File: src/rtl/led_pattern_if.sv
// Control/status bundle between a pattern controller and led_pattern_gen.
// step and tick are single-cycle pulses: step is sampled on every clk edge, tick marks each pattern advance.
interface led_pattern_if #(
  parameter int NLEDS = 8
);
  logic [1:0]       mode;
  logic             enable;
  logic             step;
  logic             tick;
  logic [NLEDS-1:0] LEDS;

  modport master (output mode, enable, step, input tick, LEDS);
  modport slave  (input mode, enable, step, output tick, LEDS);
endinterface

File: src/rtl/led_pattern_gen.sv
// LED pattern engine: binary/Gray counter, bouncing scanner and PWM breathe,
// with prescaler, run/single-step control and selectable output polarity.
module led_pattern_gen #(
  parameter int NLEDS      = 8,
  parameter int PRESCALE_W = 21,
  parameter int PWM_W      = 8,
  parameter bit ACTIVE_LOW = 1'b1
) (
  input  logic         clk,
  input  logic         resetn,
  led_pattern_if.slave bus
);

  localparam logic [1:0] MODE_BIN     = 2'd0;
  localparam logic [1:0] MODE_SCAN    = 2'd1;
  localparam logic [1:0] MODE_BREATHE = 2'd2;
  localparam logic [1:0] MODE_GRAY    = 2'd3;

  typedef enum logic {DIR_UP = 1'b0, DIR_DOWN = 1'b1} dir_t;

  logic [PRESCALE_W-1:0] r_prescale;
  logic [NLEDS-1:0]      r_cnt;
  logic [NLEDS-1:0]      r_pos;
  dir_t                  r_pos_dir;
  logic [PWM_W-1:0]      r_duty;
  dir_t                  r_duty_dir;
  logic [PWM_W-1:0]      r_pwm_cnt;
  logic [1:0]            r_mode_q;
  logic                  r_tick;
  logic [NLEDS-1:0]      r_leds;

  logic                  w_mode_chg;
  logic                  w_adv;
  logic [PRESCALE_W-1:0] w_prescale_nxt;
  logic [NLEDS-1:0]      w_cnt_nxt;
  logic [NLEDS-1:0]      w_pos_nxt;
  dir_t                  w_pos_dir_nxt;
  logic [PWM_W-1:0]      w_duty_nxt;
  dir_t                  w_duty_dir_nxt;
  logic [PWM_W-1:0]      w_pwm_nxt;
  logic [NLEDS-1:0]      w_pat;
  logic [NLEDS-1:0]      w_leds_nxt;

  // A mode change restarts the pattern and swallows any advance in that cycle.
  assign w_mode_chg = (bus.mode != r_mode_q);
  assign w_adv      = !w_mode_chg &&
                      ((bus.enable && (&r_prescale)) || (!bus.enable && bus.step));
  assign w_pwm_nxt  = r_pwm_cnt + PWM_W'(1);

  always_comb begin
    w_prescale_nxt = r_prescale;
    w_cnt_nxt      = r_cnt;
    w_pos_nxt      = r_pos;
    w_pos_dir_nxt  = r_pos_dir;
    w_duty_nxt     = r_duty;
    w_duty_dir_nxt = r_duty_dir;
    if (w_mode_chg) begin
      w_prescale_nxt = '0;
      w_cnt_nxt      = '0;
      w_pos_nxt      = NLEDS'(1);
      w_pos_dir_nxt  = DIR_UP;
      w_duty_nxt     = '0;
      w_duty_dir_nxt = DIR_UP;
    end else begin
      if (bus.enable) w_prescale_nxt = r_prescale + PRESCALE_W'(1);
      if (w_adv) begin
        case (r_mode_q)
          MODE_SCAN: begin
            // Direction flips on arrival so each endpoint is shown for one tick.
            if (r_pos_dir == DIR_UP) begin
              w_pos_nxt = r_pos << 1;
              if (w_pos_nxt[NLEDS-1]) w_pos_dir_nxt = DIR_DOWN;
            end else begin
              w_pos_nxt = r_pos >> 1;
              if (w_pos_nxt[0]) w_pos_dir_nxt = DIR_UP;
            end
          end
          MODE_BREATHE: begin
            if (r_duty_dir == DIR_UP) begin
              w_duty_nxt = r_duty + PWM_W'(1);
              if (w_duty_nxt == {PWM_W{1'b1}}) w_duty_dir_nxt = DIR_DOWN;
            end else begin
              w_duty_nxt = r_duty - PWM_W'(1);
              if (w_duty_nxt == '0) w_duty_dir_nxt = DIR_UP;
            end
          end
          default: w_cnt_nxt = r_cnt + NLEDS'(1);
        endcase
      end
    end
  end

  // The display is built from next-state values so LEDS changes on the same edge as tick.
  always_comb begin
    w_pat = w_cnt_nxt;
    case (bus.mode)
      MODE_BIN:     w_pat = w_cnt_nxt;
      MODE_GRAY:    w_pat = w_cnt_nxt ^ (w_cnt_nxt >> 1);
      MODE_SCAN:    w_pat = w_pos_nxt;
      default:      w_pat = {NLEDS{w_pwm_nxt < w_duty_nxt}};
    endcase
    w_leds_nxt = ACTIVE_LOW ? ~w_pat : w_pat;
  end

  always_ff @(posedge clk or negedge resetn) begin
    if (!resetn) begin
      r_prescale <= '0;
      r_cnt      <= '0;
      r_pos      <= NLEDS'(1);
      r_pos_dir  <= DIR_UP;
      r_duty     <= '0;
      r_duty_dir <= DIR_UP;
      r_pwm_cnt  <= '0;
      r_mode_q   <= MODE_BIN;
      r_tick     <= 1'b0;
      r_leds     <= {NLEDS{ACTIVE_LOW}};
    end else begin
      r_prescale <= w_prescale_nxt;
      r_cnt      <= w_cnt_nxt;
      r_pos      <= w_pos_nxt;
      r_pos_dir  <= w_pos_dir_nxt;
      r_duty     <= w_duty_nxt;
      r_duty_dir <= w_duty_dir_nxt;
      r_pwm_cnt  <= w_pwm_nxt;
      r_mode_q   <= bus.mode;
      r_tick     <= w_adv;
      r_leds     <= w_leds_nxt;
    end
  end

  assign bus.tick = r_tick;
  assign bus.LEDS = r_leds;

endmodule

File: src/flat_wrapper.sv
// flat-port wrapper written by rule: the top's interface ports become plain ports
module led_pattern_gen_flat 
#(
  parameter int NLEDS      = 8,
  parameter int PRESCALE_W = 21,
  parameter int PWM_W      = 8,
  parameter bit ACTIVE_LOW = 1'b1
)
  (clk, resetn, bus_mode, bus_enable, bus_step, bus_tick, bus_LEDS);
  led_pattern_if #(.NLEDS(NLEDS)) bus_i ();
  input  logic clk;
  input  logic resetn;
  input wire logic [$bits(bus_i.mode)-1:0] bus_mode;
  input wire logic [$bits(bus_i.enable)-1:0] bus_enable;
  input wire logic [$bits(bus_i.step)-1:0] bus_step;
  output wire logic [$bits(bus_i.tick)-1:0] bus_tick;
  output wire logic [$bits(bus_i.LEDS)-1:0] bus_LEDS;
  assign bus_i.mode = bus_mode;
  assign bus_i.enable = bus_enable;
  assign bus_i.step = bus_step;
  assign bus_tick = bus_i.tick;
  assign bus_LEDS = bus_i.LEDS;
  led_pattern_gen #(.NLEDS(NLEDS), .PRESCALE_W(PRESCALE_W), .PWM_W(PWM_W), .ACTIVE_LOW(ACTIVE_LOW)) u_core (.clk(clk), .resetn(resetn), .bus(bus_i));
endmodule
File: config.mk
export PLATFORM = sky130hd
export DESIGN_NAME = led_pattern_gen_flat
export DESIGN_NICKNAME = d
export VERILOG_FILES = /design/src/rtl/led_pattern_if.sv /design/src/rtl/led_pattern_gen.sv /design/src/flat_wrapper.sv
export SDC_FILE = /design/constraint.sdc
export NUM_CORES = 1
export LEC_CHECK = 0
export CORE_UTILIZATION = 42
export CTS_CLUSTER_SIZE = 25
export DETAILED_ROUTE_END_ITERATION = 6
export HOLD_SLACK_MARGIN = 0.15
export PLACE_DENSITY_LB_ADDON = 0.25
export SETUP_SLACK_MARGIN = 0.02
export SYNTH_ARGS = -nofsm -noshare
export SYNTH_HDL_FRONTEND = slang
export SYNTH_SLANG_ARGS = --single-unit
File: constraint.sdc
create_clock -name clk -period 3.55 [get_ports clk]
set_input_delay 0.5325 -clock clk [delete_from_list [all_inputs] [get_ports clk]]
set_output_delay 0.5325 -clock clk [all_outputs]
set_load 0.03 [all_outputs]
==> out/results.ini <==
[outcome]
outcome = completed

[global_route]
grt_max_degree = 51
grt_util_all_layers_pct = 18.7
antenna_found_initial = 0
grt_pass1_wl_um = 14300
grt_overflow = 0
first_global_vias = 2937

[cts]
clock-root-buffer = clkbuf_8
cts_buffers = 9
clock-sinks = 66
cts_tree = built
post_cts_buffers = 0
clkTransAtPathRegs_ns = 0.08
clock_path_buffers = 2
htree_levels = 3
hold_buffers = 0
clock_latency_ns = 0.35

[die]
core_um2 = 8760
chipWidth_um = 97.3
top_level_ports = 15
dieArea_um2 = 9460
rows = 34
dieHeight_um = 97.3
initial_utilization_pct = 43.5

[critical_path]
cpPeakStageDelay_ns = 0.52
critPathArrivalTime_ns = 3.48
cp_max_fo = 8
worst-path-buf-inv = 2
critical_path.top_delay_family = compound AO/OA/AOI/OAI gates
path_cells = clkdlybuf4s50_1 -> nand4_4 -> nor4_4 -> a21oi_2 -> and2b_1 -> o21ai_0 -> xor2_1 -> nand2b_1 -> ha_1 -> a21o_1 -> a21o_1 -> a21oi_1 -> nand3_1 -> o2111ai_2 -> buf_4 -> o311ai_0
critPathKind = in2reg
cp_slowest_cell = clkdlybuf4s50_1
worst_ep_required_time_ns = 3.80
cp_common_cell = a21o_1
end_kind = flip-flop
cp-start-kind = primary input

[sta]
slew_headroom_pct = 44.1
drv_slew = 0
fin_crit_sh_pct = 90.9
setup_tns_ns = 0
setup_viol = 0
worst_pin_slew_ns = 0.838
period_needed_ns = 3.23
rsz0062_at_grt = no
skew_ns = 0.00928
hold_ws_ns = 0.282
max_freq_mhz = 310
hold_violations = 0

[synth]
synth_edf_count = 0
avgSynthCellArea_um2 = 9.39
ys_ff_latch = 66
synthTopCellsByArea = dfrtp_1 37%, dfstp_2 6.2%, xnor2_1 5.7%
yosys-top-cells-count = 57 x dfrtp_1, 56 x nor2_1, 31 x nand2_1
synth_top_area_share_pct = 37.4
netlist_area_um2 = 3810
syn_inst = 406
async_flop_share_pct = 100
synth.distinct_cells = 53
ys_warn_count = 0
synth_top_area_cell = dfrtp_1
synthFlopType = dfrtp_1
yosysMostFrequentCell = dfrtp_1
ys_seq_area_share_pct = 43.6
syn-num-nets = 428

[place]
place_congestion = 0.872
dpl.hpwl_um = 6020
dpl_cell_area_um2 = 4200
port_buffers = 14

[routing]
drcViolationCount = 0
drt-vias-per-instance = 5.42
dr_total_vias = 2994
wirelength_um = 8370
drtPass1Iterations = 4
drt_iter0_drc = 145
wire_per_inst_um = 15.2
final_antenna_net_count = 0

[cells_and_area]
area_growth_syn_to_layout_pct = 16.3
drive_above_1_share_pct = 14.4
insertedDiodeCount = 0
fin_nets = 461
design_area_um2 = 4430

[power]
p_clk_share_pct = 42.5
p_seq_share_pct = 48.0
powerDensity_nw_per_um2 = 365
ir_drop_uv = 292
total_power_uw = 1620
power.switching_uw = 400
p_leak_uw = 0.00184
swShare_pct = 24.7
comb_power_share_pct = 9.5
internal_power_uw = 1220

[hold_path]
hp-class = in2async

[flow_run]
maxCapViolCount = 0

## stage by stage
| step | worst slack, ns | utilization, % | instances |
|---|---|---|---|
| floorplan | 0.200 | - | 406 |
| global placement | -0.193 | 47.9 | 536 |
| detailed placement | -0.322 | 47.9 | 536 |
| CTS | 0.0428 | 50.3 | 552 |
| global route | 0.0510 | 50.6 | 552 |
| finish | 0.324 | 50.6 | 552 |
## placed cells by master (no fill, tap or decap), types with 5 or more instances in the layout
cell type	count
mux2i_1	10
buf_4	26
nand2b_1	13
and3_1	8
dfstp_2	9
a21oi_1	12
inv_1	13
nor2_1	56
clkbuf_8	9
dfrtp_1	57
nand2_1	31
o21ai_0	19
and2_1	5
ha_1	16
xnor2_1	25
clkdlybuf4s50_1	13
nand4_1	8
xor2_1	22
nand3_1	18
## worst paths after layout
kind                                      startpoint                  end  slack [ns]  depth (start not counted)
worst min-delay path                          resetn     u_core.r_pos_dir        0.28                          1
min in group clk                 u_core.r_pwm_cnt[0]  u_core.r_pwm_cnt[0]        0.50                          1
max in group asynchronous                     resetn   u_core.bus.LEDS[5]        2.31                          2
worst max register to register  u_core.r_prescale[6]   u_core.bus.LEDS[0]        0.40                         15
worst min register to register   u_core.r_pwm_cnt[0]  u_core.r_pwm_cnt[0]        0.50                          1
worst max-delay path                      bus_enable   u_core.bus.LEDS[0]        0.32                         16
## worst reg2reg max path, cell delays in order, from the launching register on
cell       delay [ns]
dfrtp_1          0.42
nand4_1          0.23
nor4_4           0.30
a21oi_2          0.11
and2b_1          0.24
o21ai_0          0.10
xor2_1           0.17
nand2b_1         0.17
ha_1             0.20
a21o_1           0.18
a21o_1           0.17
a21oi_1          0.17
nand3_1          0.11
o2111ai_2        0.17
buf_4            0.18
o311ai_0         0.15
## power groups by stage
stage / registers [µW] / clock network (µW) / logic, µW
after CTS: 778 / 707 / 154
after detailed placement: 792 / 0 / 153
after global placement: 792 / 0 / 151
final: 778 / 688 / 154
after global routing: 780 / 730 / 169
after floorplan: 808 / 0 / 67.2
## state kept, by name, indices dropped and copies added, names as in the netlist
signal and cells:
u_core.r_pos_dir 1, u_core.bus.LEDS 8, u_core.r_mode_q 2, u_core.r_duty_dir 1, u_core.r_pwm_cnt 8, u_core.r_duty 8, u_core.bus.tick 1, u_core.r_pos 8
u_core.r_prescale 21, u_core.r_cnt 8
## metal layers
layer	vias up	part of all wire, %	global-route usage, %
li1	1480	-	-
met1	1461	49	26.2
met2	43	48	29.7
met3	10	2.9	3.74
met4	0	1.1	4.98
met5	-	0	0
## area by class of cell
cell class,count,area (µm²)
fill,807,4330
multi-input combinational,309,2050
sequential,66,1660
timing repair buffer,40,330
tap,108,135
clock buffer,11,131
clock inverter,5,80.1
inverter,13,48.8
## logic make-up (layout without fill, tap and decap cells)
kind of cell / Yosys count / count (layout) / synth area share [%]
simple gates: 166 / 166 / 21.8
compound gates: 70 / 70 / 12.5
buf+inv: 31 / 69 / 3.38
xor+xnor: 47 / 47 / 10.8
mux: 10 / 10 / 2.63
fa+ha+maj: 16 / 16 / 5.25
flops: 66 / 66 / 43.6
## repair_timing
action                                  in CTS  in global routing
endpoints found under the hold margin        0                  0
gates resized for setup                      0                  4
endpoints found under the setup margin       0                  8
Power figures use the tool's default switching activity.
